[config.mk]
export PLATFORM = sky130hd
export DESIGN_NAME = pwm_ramp_sequencer
export DESIGN_NICKNAME = d
export VERILOG_FILES = /design/src/rtl/pwm_ramp_sequencer.sv
export SDC_FILE = /design/constraint.sdc
export NUM_CORES = 1
export LEC_CHECK = 0
export ABC_AREA = 1
export ABC_CLOCK_PERIOD_IN_PS = 4900
export BUFFER_PORTS_ARGS = -buffer_cell sky130_fd_sc_hd__buf_2
export CAP_MARGIN = 20
export CORE_MARGIN = 2
export CORE_UTILIZATION = 57
export CTS_BUF_LIST = sky130_fd_sc_hd__clkbuf_8
export DETAILED_ROUTE_END_ITERATION = 12
export GPL_TIMING_DRIVEN = 0
export MAX_ROUTING_LAYER = met4
export PLACE_DENSITY = 0.79
export SYNTH_ARGS = -nofsm -noshare
export SYNTH_HDL_FRONTEND = slang
export SYNTH_SLANG_ARGS = --single-unit
[constraint.sdc]
create_clock -name clk -period 4.9 [get_ports clk]
set_input_delay 0.735 -clock clk [delete_from_list [all_inputs] [get_ports clk]]
set_output_delay 0.735 -clock clk [all_outputs]
set_load 0.01 [all_outputs]
[src/rtl/pwm_ramp_sequencer.sv]
// ============================================================================
// Module   : pwm_ramp_sequencer
// Brief    : Walks the PWM duty toward a commanded target, one step per dwell,
//            updating only on PWM period boundaries.
// Revision : 1.0
// ============================================================================
`default_nettype none

module pwm_ramp_sequencer #(
    parameter int WIDTH  = 8,
    parameter int STEP_W = 4,
    parameter int HOLD_W = 8
) (
    input  logic              clk,
    input  logic              rst,
    input  logic              pwm_en,
    input  logic [WIDTH-1:0]  pwm_count,
    input  logic              cmd_valid,
    output logic              cmd_ready,
    input  logic [WIDTH-1:0]  cmd_target,
    input  logic [STEP_W-1:0] cmd_step,
    input  logic [HOLD_W-1:0] cmd_hold,
    input  logic              abort,
    output logic [WIDTH-1:0]  duty_cycle,
    output logic              busy,
    output logic              done,
    output logic              aborted
);

    typedef enum logic [0:0] {
        S_IDLE = 1'b0,
        S_RAMP = 1'b1
    } state_t;

    localparam logic [WIDTH-1:0] c_all_ones = '1;

    state_t              r_state;
    logic [WIDTH-1:0]    r_duty;
    logic [WIDTH-1:0]    r_target;
    logic [STEP_W-1:0]   r_step;
    logic [HOLD_W-1:0]   r_hold;
    logic [HOLD_W-1:0]   r_dwell;
    logic                r_done;
    logic                r_aborted;

    logic                     w_boundary;
    logic [STEP_W-1:0]        w_cmd_step;
    logic [HOLD_W-1:0]        w_cmd_hold;
    logic [HOLD_W-1:0]        w_dwell_dec;
    logic [WIDTH:0]           w_sum;
    logic signed [WIDTH+1:0]  w_diff;
    logic [WIDTH-1:0]         w_up_next;
    logic [WIDTH-1:0]         w_dn_next;
    logic [WIDTH-1:0]         w_next_duty;

    // The counter wraps to 0 on the edge after all-ones, so updating here
    // makes the new duty apply to a whole fresh period.
    assign w_boundary  = pwm_en && (pwm_count == c_all_ones);

    assign w_cmd_step  = (cmd_step == '0) ? STEP_W'(1) : cmd_step;
    assign w_cmd_hold  = (cmd_hold == '0) ? HOLD_W'(1) : cmd_hold;
    assign w_dwell_dec = r_dwell - HOLD_W'(1);

    // One extra bit up and a signed two-bit-wider difference down keep the
    // step from wrapping past either end before the clamp to target.
    assign w_sum       = {1'b0, r_duty} + (WIDTH+1)'(r_step);
    assign w_diff      = $signed({2'b00, r_duty}) - $signed((WIDTH+2)'(r_step));
    assign w_up_next   = (w_sum > {1'b0, r_target}) ? r_target : w_sum[WIDTH-1:0];
    assign w_dn_next   = (w_diff < $signed({2'b00, r_target})) ? r_target
                                                               : w_diff[WIDTH-1:0];
    assign w_next_duty = (r_duty < r_target) ? w_up_next : w_dn_next;

    always_ff @(posedge clk or posedge rst) begin
        if (rst) begin
            r_state   <= S_IDLE;
            r_duty    <= '0;
            r_target  <= '0;
            r_step    <= '0;
            r_hold    <= '0;
            r_dwell   <= '0;
            r_done    <= 1'b0;
            r_aborted <= 1'b0;
        end else begin
            r_done    <= 1'b0;
            r_aborted <= 1'b0;
            if (r_state == S_IDLE) begin
                if (cmd_valid) begin
                    r_target <= cmd_target;
                    r_step   <= w_cmd_step;
                    r_hold   <= w_cmd_hold;
                    if (cmd_target == r_duty) begin
                        r_done <= 1'b1;
                    end else begin
                        r_state <= S_RAMP;
                        r_dwell <= w_cmd_hold;
                    end
                end
            end else begin
                if (abort) begin
                    r_state   <= S_IDLE;
                    r_aborted <= 1'b1;
                end else if (w_boundary) begin
                    if (w_dwell_dec == '0) begin
                        r_duty  <= w_next_duty;
                        r_dwell <= r_hold;
                        if (w_next_duty == r_target) begin
                            r_state <= S_IDLE;
                            r_done  <= 1'b1;
                        end
                    end else begin
                        r_dwell <= w_dwell_dec;
                    end
                end
            end
        end
    end

    assign cmd_ready  = (r_state == S_IDLE);
    assign busy       = (r_state == S_RAMP);
    assign duty_cycle = r_duty;
    assign done       = r_done;
    assign aborted    = r_aborted;

endmodule

`default_nettype wire

Yosys cells after proc, flatten, opt, wreduce, memory -nomap -nowiden
Cells that the tools add are included.

word-level totals
  register bits after elaboration = 39
  word-level logic and storage cells = 57

operators by class
  bitwise gates (word level) = 2
  magnitude comparators = 3
  mux-type cells = 27
  reductions and logical operators = 8
  $add $sub $neg = 3
  equality and inequality tests = 6

operators with widths
  operator             number
  $mux 8               10
  $eq 8x8->1           2
  $logic_not 8->1      2
  $mux 1               16
  $add 8x4->9          1
  $gt 9x8->1           1
  $lt 9x9->1           1
  $sub 8x4->9          1
  $eq 8x8->1 const B   1
  $lt 8x8->1           1
  $reduce_and 4->1     2
  $sub 8x1->8 const B  1
  $logic_not 4->1      1
  $mux 4               1
  $ne 2x2->1 const B   2
  $ne 2x1->1 const B   1
  $not 1->1            2
  $reduce_and 2->1     1
  $reduce_bool 2->1    1
  $logic_and 1x1->1    1

Longest topological paths before layout
Gate-level depths: netlist of run 1.

  word-level depth = 10
  mapped depth = 31
  gate-level depth less buffers = 30

Worst setup path after synthesis of run 1
OpenSTA, ideal clock, no wires.

  kind = reg-to-reg
  from = reg r_duty[0], in the netlist duty_cycle[0]
  to = reg r_state, in the netlist busy
  setup time = 0.121 ns
  arrival = 3.129 ns
  setup slack = 1.649 ns
  cell stages (with the launch flop) = 29
  data required time = 4.779 ns
  path buffers = 1
  cell sequence = dfrtp_1 > inv_1 > ha_1 > inv_1 > fa_1 > nand2_4 > inv_2 > o21ai_2 > nand2_1 > xor2_1 > inv_1 > ha_1 > a21oi_1 > nand2_1 > nand2_1 > nand2_1 > nand2_1 > nand2_2 > nand2_2 > buf_6 > nand2_1 > nand2_2 > nand2_2 > nand2_1 > nand2_1 > nor2_1 > nand3_1 > o21bai_1 > nand2_1

on the way
  cells in the longest elaborated chain, start to end = 10
  elaborated cells between the ends (all ways) = 17
  those cells by class = 2 x add/sub; 3 x order compare; 2 x eq/ne; 10 x mux

ends and longest elaborated chain
  element                                     RTL line  text
  start, declared                             38        logic [WIDTH-1:0] r_duty;
  start signal, assigned                      104       r_duty <= w_next_duty;
  $sub 8x4->9 or $add 8x4->9 (tied branches)  67, 66
  $lt 9x9->1 or $gt 9x8->1 (tied branches)    69, 68
  $mux 8 (on tied branches)                   69, 68
  $mux 8                                      71        assign w_next_duty = (r_duty < r_target) ? w_up_next : w_dn_next;
  $eq 8x8->1                                  106       if (w_next_duty == r_target) begin
  $mux 1                                      106
  $mux 1                                      103       if (w_dwell_dec == '0) begin
  $mux 1                                      102       end else if (w_boundary) begin
  $mux 1                                      99        if (abort) begin
  $mux 1 *                                    86        if (r_state == S_IDLE) begin
  end signal, assigned                        94        r_state <= S_RAMP;
  end signal, assigned                        100       r_state <= S_IDLE;
  end signal, assigned                        107       r_state <= S_IDLE;
  end, declared                               37        state_t r_state;

Every way passes the cells marked *; elsewhere a longest branch is shown, timed or not.
A chain may end at the register's enable or synchronous reset.

Final worst setup path of run 1
Ends and elaborated chain as after synthesis.

==> impl.org, run 1 <==
** Outcome
- Result of the run :: completed

** Routing
- For this block, the routed nets add up to 9012 um of wire.
- Detailed-router iteration count before antenna repair :: 5
- Residual DRC count :: 0
- Via count :: between 3000 and 4000
- In the routed layout, each cell is associated on average with a via count of about 5.5.
- Count of routing violations after the opening detailed-route iteration :: 352
- Dividing the detail-routed wire length by the instance count gives between 10 and 15 um.
- The count of nets left with antenna violations once routing finished came out at 0.

** Die
- Width of the die :: between 80 and 90 um
- Starting Density :: 0.5942
- Pin placement for this block handled 45 I/O pins.
- Core region area :: around 6000 um2
- Standard-cell rows :: 28
- Total die area :: 6893 um2
- Die H :: between 80 and 90 um

** Run
- Across the run, the number of max-cap violations was 0.

** Power and ir drop
- Worst VDD drop :: ~0.21 mV
- Standby leakage power :: roughly 2.2 nW
- Total Power Consumption :: around 1.5 mW
- Internal power of the cells :: about 0.85 mW
- The share of total power dissipated in the clock network is 0.218.
- Dividing total power by cell area gives a power density of between 300 and 400 nW/um2.
- Switching Share :: 0.4248
- In this run the power spent charging and discharging nets is 0.6300 mW.
- Sequential share of power :: 0.293
- Of the total power, combinational logic draws 0.489.

** Yosys
- Post-synthesis cell type count :: 41
- Cell types occupying the most area after synthesis :: sky130_fd_sc_hd__dfrtp_1, sky130_fd_sc_hd__nand2_1, sky130_fd_sc_hd__ha_1, sky130_fd_sc_hd__nand3_1, sky130_fd_sc_hd__inv_1
- Of all flip-flops after synthesis, the portion carrying an async set or reset was 1.000.
- Post-synthesis mux area share :: 0
- Number of storage elements in the synthesis netlist :: 39
- The number of nets handed over by synthesis was between 500 and 600.
- Of the post-synthesis cell area, the dominant cell type holds 0.2742.
- After synthesis, the largest family of logic cells by area is simple AND/OR/NAND/NOR gates.
- Of the total synthesized cell area, the portion taken by XOR and XNOR cells is 0.02707.
- Cell accounting for the most synthesized area :: sky130_fd_sc_hd__dfrtp_1
- Post-Syn Area :: about 3600 um2
- During synthesis, Yosys emitted a total of 0 warnings.
- Adder-Cell Fraction of Synth Area :: 0.1237
- The complex-gate fraction of the synthesized area came to 0.1258.
- In the synthesized netlist the dominant register cell turns out to be sky130_fd_sc_hd__dfrtp_1.
- Simple-gate share of the synthesized area :: 0.3448
- Instance count of the mapped netlist :: about 520
- Proportion of synthesized chip area in sequential cells :: 0.2742
- Dividing the synthesized area by the synthesized cell count gives 6.859 um2.
- Count of flip-flops with a built-in enable after synthesis :: 0

** Worst setup path
- Of all nets on the critical path, the largest fanout is 10.
- In this run the critical register-to-register path is launched from duty_cycle[0]$_DFFE_PP0P_.
- In this design, the critical path's most frequently occurring cell is sky130_fd_sc_hd__nand2_1.
- Slowest cell delay on critical path :: ~0.43 ns
- Slack of the worst reg-to-reg path :: 1.08 ns
- Beginning of the critical path :: duty_cycle[0]$_DFFE_PP0P_
- CP Capture Type :: register
- Data arrives at the worst endpoint at ~4.0 ns.
- FF-to-FF End :: busy$_DFF_PP0_
- The number of cells on the worst reg-to-reg path is 30.
- Critical path launch point type :: register
- The largest individual stage delay along the critical path comes from the cell sky130_fd_sc_hd__dfrtp_1.
- For the worst setup path, the data required time is roughly 5 ns.
- Worst Setup Path Type :: reg2reg

** Global routing
- After global routing the overflow that remains totals 0.
- Global-route usage over all layers :: 0.2770
- Initial antenna violation count :: 0
- Entering global routing, the biggest net connects 40 pins.
- The first global-routing pass estimated approximately 15000 um of wire.
- The via count of the first global-routing pass is around 3300.

** STA
- In this run the tightest slew margin relative to its limit is 0.1805.
- Worst slew pin tran :: about 1.2 ns
- The final max-slew violation count came to 0.
- Derived from the worst setup path, the maximum achievable clock frequency is 262.0 MHz.
- The number of hold-slack violations in the final timing report was 0.
- Setup TNS Final :: 0 ns
- Setup violations remaining at the end of the flow were counted as 0.
- Setup repair after global routing missed its margin :: false
- Final worst clock skew :: around 0.0067 ns
- Min Tclk post-route :: ~3.8 ns
- Part of the cycle the worst path needs :: 0.7789

** Min path
- The worst hold path belongs to the class reg2reg.
- HP Start :: r_hold[0]$_DFFE_PP0P_
- Depth of the worst hold-timing path :: 2
- Min-Delay Endpoint :: r_hold[0]$_DFFE_PP0P_

** Clock network
- Master cell of the clock root buffer :: sky130_fd_sc_hd__clkbuf_8
- The later pin in the worst-skew pair is clocked with a latency of 0.29 ns.
- TritonCTS buffer count :: 5
- CTS Buffer Depth :: 2
- Clock-pin slew was measured on the worst setup and hold paths at around 0.080 ns.
- Gates resized during post-CTS repair numbered 0.
- Hold bufs inserted after CTS :: 0
- The clock tree synthesis step divided the H-tree into 2 levels.
- Clock sinks :: 39
- After clock tree synthesis, the setup repair step added 0 buffers.
- Clock tree from TritonCTS :: built

** Finish
- Growth of design area from synthesis to finish :: 12.65%
- In the final design database the tool counted approximately 640 nets.
- Leaving out filler cells and counting taps, the final layout contains ~650.
- Diode insertion count for antenna repair :: 0
- In the final layout, the share of cells above drive strength 1 is 0.1856.

** Placement
- The wire-length estimate of the detail-placed layout is 7139 um.
- Buffers placed on the I/O ports in this run total 44.
- Including well taps, the total number of placed cells is 638.
- At the end of routability-driven placement, the weighted congestion stood at 0.9065.
[logic make-up (layout without fill, tap and decap cells)]
family,Yosys count,count (layout)
simple gates,271,271
flops,39,39
compound gates,75,75
fa+ha+maj,34,34
buf+inv,89,141
xor+xnor,11,11
[worst max-delay path: cells and delay by family (launching register included)]
family,cells,cell delay (ns)
AO/OA/AOI/OAI,2,0.30
AND/OR/NAND/NOR,18,1.44
adder cells (fa/ha/maj),3,0.86
flip-flops,1,0.43
XOR/XNOR,1,0.21
buffers and inverters,6,0.45
[flip-flops by register name, indices dropped and copies added, names as in the netlist]
name,count
duty_cycle,8
done,1
r_dwell,8
r_target,8
aborted,1
r_step,4
r_hold,8
busy,1
[cells in the final DEF, fill, tap and decap left out, types with 2 or more instances in the layout]
master | netlist | routed
sky130_fd_sc_hd__nand2_4 | 2 | 2
sky130_fd_sc_hd__a22oi_1 | 2 | 2
sky130_fd_sc_hd__a2111oi_0 | 2 | 2
sky130_fd_sc_hd__nor2_1 | 25 | 25
sky130_fd_sc_hd__inv_2 | 10 | 11
sky130_fd_sc_hd__dfrtp_1 | 39 | 39
sky130_fd_sc_hd__a31oi_1 | 4 | 4
sky130_fd_sc_hd__xor2_1 | 9 | 9
sky130_fd_sc_hd__or2_2 | 3 | 3
sky130_fd_sc_hd__nand3_2 | 5 | 5
sky130_fd_sc_hd__buf_4 | 3 | 3
sky130_fd_sc_hd__a21oi_1 | 21 | 21
sky130_fd_sc_hd__nand3_1 | 52 | 52
sky130_fd_sc_hd__o21ai_1 | 7 | 7
sky130_fd_sc_hd__buf_2 | 3 | 47
sky130_fd_sc_hd__nand4_1 | 8 | 8
sky130_fd_sc_hd__buf_6 | 3 | 3
sky130_fd_sc_hd__nand2_2 | 11 | 11
sky130_fd_sc_hd__o21ai_0 | 27 | 27
sky130_fd_sc_hd__o211ai_1 | 4 | 4
sky130_fd_sc_hd__inv_1 | 65 | 64
sky130_fd_sc_hd__nor2_2 | 4 | 4
sky130_fd_sc_hd__clkbuf_8 | 0 | 5
sky130_fd_sc_hd__ha_1 | 32 | 32
sky130_fd_sc_hd__xnor2_1 | 2 | 2
sky130_fd_sc_hd__nand2_1 | 154 | 154
sky130_fd_sc_hd__nor4_1 | 2 | 2
sky130_fd_sc_hd__clkbuf_1 | 5 | 5
sky130_fd_sc_hd__bufinv_16 | 0 | 2
sky130_fd_sc_hd__fa_1 | 2 | 2
[layout make-up]
type / instances / area (um2)
multi-input cells: 391 / 2212
fillers: 537 / 1981
flip-flops and latches: 39 / 975.9
inverters: 75 / 281.5
repair buffers: 44 / 220.2
well taps: 75 / 93.84
plain buffers: 14 / 90.09
clock buffers: 5 / 68.82
clock inverters: 3 / 67.56
[layer usage]
layer	wire length, um	GRT usage	part of all wire
met5	0	-	0
met4	59	0.04769	0.0065
met3	500	0.04672	0.055
met2	4067	0.4289	0.45
met1	4386	0.3899	0.49
[how the worst max path moves through the flow]
stage,to,slack (ns),cells after the start
global placement,busy$_DFF_PP0_,1.19,28
global route,busy$_DFF_PP0_,0.69,28
CTS,busy$_DFF_PP0_,1.13,30
finish,busy$_DFF_PP0_,1.08,30
detailed placement,busy$_DFF_PP0_,1.16,30
floorplan,busy$_DFF_PP0_,1.65,28
[cells in the mapped netlist (all sizes together) (2+ instances only)]
library cell    n
a2111oi         2
fa              2
a31oi           5
nand3          57
a22oi           2
ha             32
nand4           8
xor2            9
buf             9
inv            75
dfrtp          39
a21oi          22
nor4            2
xnor2           2
clkbuf          5
o211ai          4
or2             3
nor2           30
o21ai          35
nand2         167
[power by group through the flow]
stage	logic, mW	clock network (mW)	registers, mW
after floorplan	0.562	0	0.425
after global placement	0.690	0	0.438
after detailed placement	0.714	0	0.440
after CTS	0.718	0.325	0.434
after global routing	0.836	0.341	0.442
final	0.726	0.323	0.434
[stage by stage]
stage / cell area, um2 / setup slack, ns / hold slack, ns / util
2_1_floorplan: 3560 / 1.649 / 0.4437 / -
3_3_place_gp: 3874 / 1.186 / 0.4609 / 0.6466
3_5_place_dp: 3874 / 1.161 / 0.4697 / 0.6466
4_1_cts: 4010 / 1.126 / 0.4914 / 0.6694
5_1_grt: 4010 / 0.6916 / 0.5184 / 0.6694
6_report: 4010 / 1.084 / 0.4924 / 0.6694
Power figures use the tool's default switching activity.
==> inputs of run 2 (changes only) <==
--- a/config.mk
+++ b/config.mk
@@ -6,7 +6,7 @@
 export NUM_CORES = 1
 export LEC_CHECK = 0
 export ABC_AREA = 1
-export ABC_CLOCK_PERIOD_IN_PS = 4900
+export ABC_CLOCK_PERIOD_IN_PS = 3550
 export BUFFER_PORTS_ARGS = -buffer_cell sky130_fd_sc_hd__buf_2
 export CAP_MARGIN = 20
 export CORE_MARGIN = 2
==> constraint.sdc (replaced) <==
create_clock -name clk -period 3.55 [get_ports clk]
set_input_delay 0.5325 -clock clk [delete_from_list [all_inputs] [get_ports clk]]
set_output_delay 0.5325 -clock clk [all_outputs]
set_load 0.01 [all_outputs]
==> run 2 against run 1 <==
Effect of this change: the run now ends with negative setup slack left; wire length up 10%; maximum frequency up 7.2%; non-clock buffer count up 17; first-iteration DRC count up 23%; highest routed layer unchanged.
==> impl.org, run 2 (synthesized netlist as in run 1, its figures left out) <==
** Finish
- Growth of design area from synthesis to finish :: 22.64% (was 12.65%)
- The total area of sequential cells came to 978.4 um2 (was 975.9 um2).
- The number of fill cells in the layout came to 475 (was 537).
- Share of cells above drive strength 1 :: 0.2823 (was 0.1856)
- The count of antenna diodes in the layout came to 0 (unchanged).
- Most frequent cells in the layout: sky130_fd_sc_hd__nand2_1, sky130_fd_sc_hd__inv_1, sky130_fd_sc_hd__buf_2, sky130_fd_sc_hd__nand3_1, sky130_fd_sc_hd__dfrtp_1 (was sky130_fd_sc_hd__nand2_1, sky130_fd_sc_hd__inv_1, sky130_fd_sc_hd__nand3_1, sky130_fd_sc_hd__buf_2, sky130_fd_sc_hd__dfrtp_1).
- The multi-input gate area in the final layout is 2426 um2 (was 2212 um2).
- The most frequent standard cell in the layout excluding fill and tap cells is sky130_fd_sc_hd__nand2_1 (unchanged).
- Nets@finish :: 654 (was 637)
- The final core utilization was 0.7287 (was 0.6694).

** Die
- The starting utilization of the core area was 0.5942 (unchanged).
- The chip width was 83.03 um (unchanged).
- Die H :: 83.03 um (unchanged)
- Number of top-level pins :: 45 (unchanged)
- Total die area :: 6893 um2 (unchanged)
- The site row count came to 28 (unchanged).
- Core region area :: 5991 um2 (unchanged)

** Worst setup path
- Crit-path most repeated cell :: sky130_fd_sc_hd__nand2_1 (unchanged)
- The nature of the critical path endpoint is a register (unchanged).
- Maximum fanout count along the critical path :: 8 (was 10)
- The maximum cell stage delay along the critical path came to 0.56 ns (was 0.43 ns).
- Worst Setup Path Type :: reg2reg (unchanged)
- The cell type group with the largest total delay on the critical path is simple AND/OR/NAND/NOR gates (unchanged).
- The signal on the critical path passes through ha_4 -> inv_2 -> nand2_1 -> a31oi_1 -> xor2_1 -> inv_1 -> ha_1 -> a21oi_1 -> nand2_1 -> nand2_2 -> nand2_4 -> nand2_4 -> buf_8 -> nand2_1 -> nand3_2 -> nand2_2 -> nand2_1 -> nand2_1 -> nor2_2 -> nand3_2 -> o21bai_1 -> nand2_1.
- Critical path launch point type :: register (unchanged)
- Critical path arrival :: 3.74 ns (was 4.00 ns)
- Slowest-stage cell, CP :: sky130_fd_sc_hd__dfrtp_1 (unchanged)
- The worst path buffer plus inverter count was 3 (was 6).
- The required time of the critical path is 3.73 ns (was 5.08 ns).

** Global routing
- Maximum number of pins on one net before global-route repair :: 40 (unchanged)
- Initial antenna violation count :: 0 (unchanged)
- The global routing usage summed across all routing layers came to 0.2844 (was 0.2770).
- The via count of the first global-routing pass came to 3378 (was 3303).
- First-pass GRT wire length :: 15660 um (was 15300 um)
- The total congestion overflow is 0 (unchanged).

** Routing
- The number of iterations in the first detailed-routing pass came to 5 (unchanged).
- The starting DRC count in detailed routing came to 433 (was 352).
- The average detailed-routed wire length per instance came to 14.96 um (was 13.95 um).
- Sum of routed wire length over all layers :: 9918 um (was 9012 um)
- The number of vias in the routed layout is 3738 (was 3529).
- The antenna violation net count after detailed routing was 0 (unchanged).
- Routed vias/inst :: 5.638 (was 5.463)
- The number of remaining DRC errors was 0 (unchanged).

** Min path
- Min-delay worst type :: in2async (was reg2reg)

** STA
- The number of hold-slack violations in the final timing report came to 0 (unchanged).
- Maximum achievable frequency :: 280.9 MHz (was 262.0 MHz)
- The worst clock skew was 0.009713 ns (was 0.006693 ns).
- Setup repair after global routing missed its margin :: true (was false)
- Setup TNS Final :: -0.009879 ns (was 0 ns)
- The measured slew at the worst slew-check pin was 1.148 ns (was 1.198 ns).
- The post-layout worst setup margin came to -0.009879 ns (was 1.084 ns).
- The final max-slew violation count was 0 (unchanged).
- The period utilization was 1.003 (was 0.7789).
- Max_slew headroom :: 0.2150 (was 0.1805)
- The time the final worst path needs with I/O delays and setup is 3.560 ns (was 3.816 ns).
- The number of endpoints failing setup at the final stage was 1 (was 0).

** Clock network
- The hold buffer count at cts is 0 (unchanged).
- The CTS tree was built (unchanged).
- CTS Buffer Depth :: 2 (unchanged)
- Master cell of the clock root buffer :: sky130_fd_sc_hd__clkbuf_8 (unchanged)
- The H-tree depth reported by CTS came to 2 (unchanged).
- TritonCTS buffer count :: 5 (unchanged)
- Clock sinks :: 39 (unchanged)
- The latest clock arrival within the worst-skew pair came to 0.30 ns (was 0.29 ns).
- Clock slew at reported path FFs :: 0.09 ns (was 0.08 ns)

** Power and ir drop
- NetSw :: 0.9664 mW (was 0.6300 mW)
- The maximum vdd drop was 0.2949 mV (was 0.2118 mV).
- Switching Share :: 0.4320 (was 0.4248)
- Total power density per cell area :: 512.4 nW/um2 (was 369.9 nW/um2)
- The static leakage came to 2.251 nW (was 2.156 nW).
- Sequential share of power :: 0.269 (was 0.293)
- Combinational power share :: 0.532 (was 0.489)
- The fraction of power consumed by the clock network is 0.200 (was 0.218).
- The internal power was 1.271 mW (was 0.8532 mW).

** Outcome
- Violated checks :: negative setup slack
- Result of the run: finished, violations left (was completed).

** Run
- The number of violations of the max-capacitance limit is 0 (unchanged).

** Placement
- RePlAce Congestion :: 0.9065 (unchanged)
- Post-DP HPWL :: 7139 um (unchanged)
- Count of input and output buffers :: 44 (unchanged)
==> run 2: final cells by class <==
| class | count | share of cell area |
|---|---|---|
| plain buffers | 14 | 0.02150 |
| clock buffers | 5 | 0.01576 |
| clock inverters | 3 | 0.01548 |
| inverters | 75 | 0.06449 |
| multi-input cells | 391 | 0.5557 |
| flip-flops and latches | 39 | 0.2241 |
| well taps | 75 | 0.02150 |
| repair buffers | 61 | 0.08140 |
==> run 2: final timing paths <==
path | end | start | cells after the start | slack (ns)
max | busy$_DFF_PP0_ | duty_cycle[3]$_DFFE_PP0P_ | 22 | -0.01
min | r_dwell[0]$_DFFE_PP0P_ | rst | 2 | 0.39
max reg2reg | busy$_DFF_PP0_ | duty_cycle[3]$_DFFE_PP0P_ | 22 | -0.01
min reg2reg | r_hold[2]$_DFFE_PP0P_ | r_hold[2]$_DFFE_PP0P_ | 2 | 0.49
max in group asynchronous | duty_cycle[2]$_DFFE_PP0P_ | rst | 2 | 2.61
min in group clk | aborted$_DFF_PP0_ | abort | 3 | 0.45
==> run 2: what timing repair did <==
action / in CTS / in global routing
pin swaps: 6 / 22
gates resized for setup: 16 / 37
buffers inserted: 6 / 10
setup endpoints to repair: 2 / 2
gates cloned: 1 / 0
==> run 2: stage by stage <==
step                power (mW)  area [um2]  hold WS (ns)  cells  setup WS (ns)
finish                   2.237        4365        0.3910    663      -0.009879
global route             2.407        4365        0.4564    663        -0.2479
CTS                      2.085        4125        0.4148    653       0.004682
detailed placement       1.593        3874        0.4697    638        -0.1891
global placement         1.557        3874        0.4609    638        -0.1639
floorplan                1.362        3560        0.4437    519         0.2995
==> run 2: metal layers <==
layer,up-vias,share of wire,track usage
met2,186,0.46,0.4435
met4,0,0.013,0.05067
met1,1715,0.44,0.3984
met5,-,0,-
met3,19,0.085,0.04573
li1,1818,-,-
==> run 2: power groups by stage <==
stage                     sequential [mW]  combinational [mW]  clock, mW
final                               0.601                1.19      0.447
after CTS                           0.596                1.04      0.448
after global placement              0.604               0.952          0
after global routing                0.609                1.33      0.471
after floorplan                     0.586               0.775          0
after detailed placement            0.607               0.986          0
==> inputs of run 3 (changes only) <==
--- a/config.mk
+++ b/config.mk
@@ -6,11 +6,10 @@
 export NUM_CORES = 1
 export LEC_CHECK = 0
 export ABC_AREA = 1
-export ABC_CLOCK_PERIOD_IN_PS = 3550
+export ABC_CLOCK_PERIOD_IN_PS = 3200
 export BUFFER_PORTS_ARGS = -buffer_cell sky130_fd_sc_hd__buf_2
 export CAP_MARGIN = 20
-export CORE_MARGIN = 2
-export CORE_UTILIZATION = 57
+export CORE_UTILIZATION = 55
 export CTS_BUF_LIST = sky130_fd_sc_hd__clkbuf_8
 export DETAILED_ROUTE_END_ITERATION = 12
 export GPL_TIMING_DRIVEN = 0
==> constraint.sdc (replaced) <==
create_clock -name clk -period 3.2 [get_ports clk]
set_input_delay 0.48 -clock clk [delete_from_list [all_inputs] [get_ports clk]]
set_output_delay 0.48 -clock clk [all_outputs]
set_load 0.01 [all_outputs]
==> run 3 against run 2 <==
Effect of this change: the flow still finishes with violations (negative setup slack); non-clock buffer count up 10; wire length up 6.6%; clock skew down 0.0031 ns; clock-buffer cell count unchanged; register-to-register slack worse by 0.30 ns; largest power group unchanged; combinational power up 22%; critical path type unchanged; sequential cell count unchanged; utilization up 1.8 points; sequential power up 11%; maximum frequency up 1.4%.
==> impl.org, run 3 (synthesized netlist as in run 1, its figures left out) <==
** Routing
- Routed vias/inst :: 5.811 (was 5.638)
- Count of routing violations after the opening detailed-route iteration :: 330 (was 433)
- The overall routed net length came to 10570 um (was 9918 um).
- The number of remaining DRC errors was 0 (unchanged).
- The number of iterations in the first detailed-routing pass came to 6 (was 5).
- The antenna violation net count after detailed routing came to 0 (unchanged).
- The number of vias in the routed layout was 3911 (was 3738).
- The average detailed-routed wire length per instance came to 15.70 um (was 14.96 um).

** Min path
- Min-delay worst type :: in2async (unchanged)

** Worst setup path
- Slack of the worst reg-to-reg path :: -0.31 ns (was -0.01 ns)
- Maximum fanout count along the critical path :: 7 (was 8)
- The critical path launch point type is a register (unchanged).
- Slowest-stage cell, CP :: sky130_fd_sc_hd__dfrtp_2 (was sky130_fd_sc_hd__dfrtp_1)
- Req. time, crit path :: 3.38 ns (was 3.73 ns)
- The type of the setup path with the least slack is reg2reg (unchanged).
- R2R Path Start :: duty_cycle[2]$_DFFE_PP0P_ (was duty_cycle[3]$_DFFE_PP0P_)
- The number of cells on the worst reg-to-reg path was 25 (was 22).
- FF-to-FF End :: busy$_DFF_PP0_ (unchanged)
- Slowest cell delay on critical path :: 0.43 ns (was 0.56 ns)
- The origin of the worst setup path is duty_cycle[2]$_DFFE_PP0P_ (was duty_cycle[3]$_DFFE_PP0P_).
- Worst setup path endpoint :: busy$_DFF_PP0_ (unchanged)
- Crit-path most repeated cell :: sky130_fd_sc_hd__nand2_1 (unchanged)
- CP Capture Type :: register (unchanged)
- The arrival time at the worst endpoint is 3.69 ns (was 3.74 ns).

** Finish
- The count of antenna diodes in the layout was 0 (unchanged).
- Most common cell after layout, fill and taps aside :: sky130_fd_sc_hd__nand2_1 (unchanged)
- Most frequent cells in the layout: sky130_fd_sc_hd__nand2_1, sky130_fd_sc_hd__inv_1, sky130_fd_sc_hd__buf_2, sky130_fd_sc_hd__nand3_1, sky130_fd_sc_hd__dfrtp_1 (unchanged).
- Share of cells above drive strength 1 :: 0.3261 (was 0.2823)
- The final core utilization came to 0.7465 (was 0.7287).
- The post-synthesis to final-layout area growth is 27.84% (was 22.64%).
- The number of standard cells in the layout, taps in and fillers out is 673 (was 663).
- Design Area, Final :: 4551 um2 (was 4365 um2)
- Nets@finish :: 664 (was 654)

** Global routing
- The global routing usage summed across all routing layers is 0.3221 (was 0.2844).
- The total congestion overflow came to 0 (unchanged).
- Maximum number of pins on one net before global-route repair :: 40 (unchanged)
- The first-pass GRT wire length was 15950 um (was 15660 um).
- The initial antenna violation count is 0 (unchanged).
- Via count of the first global-routing pass :: 3502 (was 3378)

** Placement
- RePlAce Congestion :: 0.8996 (was 0.9065)
- Post-DP HPWL :: 7402 um (was 7139 um)
- Placement Cell Area :: 3880 um2 (was 3874 um2)
- The number of buffers inserted by port buffering is 44 (unchanged).
- Dpl ws :: -0.5520 ns (was -0.1891 ns)
- The cell count after placement is 639 (was 638).

** Clock network
- The largest buffer count on any clock path came to 2 (unchanged).
- Worst skew pair latency :: 0.29 ns (was 0.30 ns)
- Count of H-tree levels built during CTS :: 2 (unchanged)
- Master cell of the clock root buffer :: sky130_fd_sc_hd__clkbuf_8 (unchanged)
- Clock slew at reported path FFs :: 0.08 ns (was 0.09 ns)
- The CTS tree was built (unchanged).
- The number of clock sinks came to 39 (unchanged).
- Hold bufs inserted after CTS :: 0 (unchanged)
- The CTS buffer count came to 5 (unchanged).

** STA
- The worst clock skew was 0.006600 ns (was 0.009713 ns).
- Maximum achievable frequency :: 284.8 MHz (was 280.9 MHz)
- Final hold viol count :: 0 (unchanged)
- The final max-slew violation count is 0 (unchanged).
- The worst-case hold slack is 0.3393 ns (was 0.3910 ns).
- Max_slew headroom :: 0.4605 (was 0.2150)
- The number of endpoints failing setup at the final stage is 3 (was 1).
- Setup repair after global routing missed its margin :: true (unchanged)
- Worst slew pin tran :: 0.8080 ns (was 1.148 ns)
- Setup TNS Final :: -0.5944 ns (was -0.009879 ns)
- The post-layout worst setup margin came to -0.3107 ns (was -0.009879 ns).
- The time the final worst path needs with I/O delays and setup is 3.511 ns (was 3.560 ns).
- The period utilization is 1.097 (was 1.003).

** Power and ir drop
- Total Power Consumption :: 2.438 mW (was 2.237 mW)
- Standby leakage power :: 2.320 nW (was 2.251 nW)
- Worst VDD drop :: 0.3553 mV (was 0.2949 mV)
- The total power per unit cell area was 535.8 nW/um2 (was 512.4 nW/um2).

** Die
- Number of top-level pins :: 45 (unchanged)
- Total die area :: 6798 um2 (was 6893 um2)
- The area of the core region is 6096 um2 (was 5991 um2).
- The vertical die dimension is 82.45 um (was 83.03 um).
- The site row count was 28 (unchanged).
- The starting utilization of the core area came to 0.5839 (was 0.5942).
- The chip width came to 82.45 um (was 83.03 um).

** Outcome
- Violated checks: negative setup slack (unchanged).
- Result of the run :: finished, violations left (unchanged)

** Run
- The number of violations of the max-capacitance limit is 0 (unchanged).
[run 3: changes by cell type in the layout (fill, tap and decap cells not counted), sizes merged]
cell,change
clkinvlp,-1
buf,+10
bufinv,-2
clkinv,+1
inv,+2
[run 3: where the power goes]
group | leakage, nW | switching [mW] | total (mW) | internal (mW)
registers | 0.468 | 0.0872 | 0.670 | 0.583
logic | 1.80 | 0.873 | 1.45 | 0.575
clock network | 0.0505 | 0.174 | 0.321 | 0.147
total | 2.32 | 1.13 | 2.44 | 1.30
[run 3: routing by layer]
metal	wire length, um	vias to the layer above	track usage
met5	0	-	-
met4	282	0	0.1053
met3	836	34	0.05165
met2	5025	205	0.5149
met1	4424	1831	0.4153
li1	-	1841	-
[run 3: layout make-up]
type                       instances  area [um2]
multi-input combinational        391        2596
fill                             447        1545
sequential                        39       979.7
timing repair buffer              71       427.9
inverter                          75       281.5
tap                               75       93.84
buffer                            14       90.09
clock buffer                       5       68.82
clock inverter                     3       12.51
[run 3: what timing repair did]
action,CTS,global route
buffers inserted,15,9
pin swaps,25,36
endpoints found under the setup margin,8,10
resized for setup,40,45
gates cloned,2,0
endpoints found under the hold margin,0,0
[run 3: worst min path at each step]
stage                     cells past startpoint  slack [ns]                   from                     end
after floorplan                               2        0.44  r_hold[0]$_DFFE_PP0P_   r_hold[0]$_DFFE_PP0P_
after global placement                        2        0.46  r_hold[0]$_DFFE_PP0P_   r_hold[0]$_DFFE_PP0P_
after detailed placement                      2        0.47  r_hold[2]$_DFFE_PP0P_   r_hold[2]$_DFFE_PP0P_
after CTS                                     2        0.37                    rst  r_dwell[0]$_DFFE_PP0P_
after global routing                          3        0.40                  abort       aborted$_DFF_PP0_
final                                         2        0.34                    rst  r_dwell[0]$_DFFE_PP0P_
[run 3: worst max-delay path, delay by kind of cell, from the launching register on]
kind	cells	cell delay (ns)
compound gates	3	0.53
flops	1	0.43
fa+ha+maj	2	0.59
simple gates	15	1.28
buf+inv	5	0.57
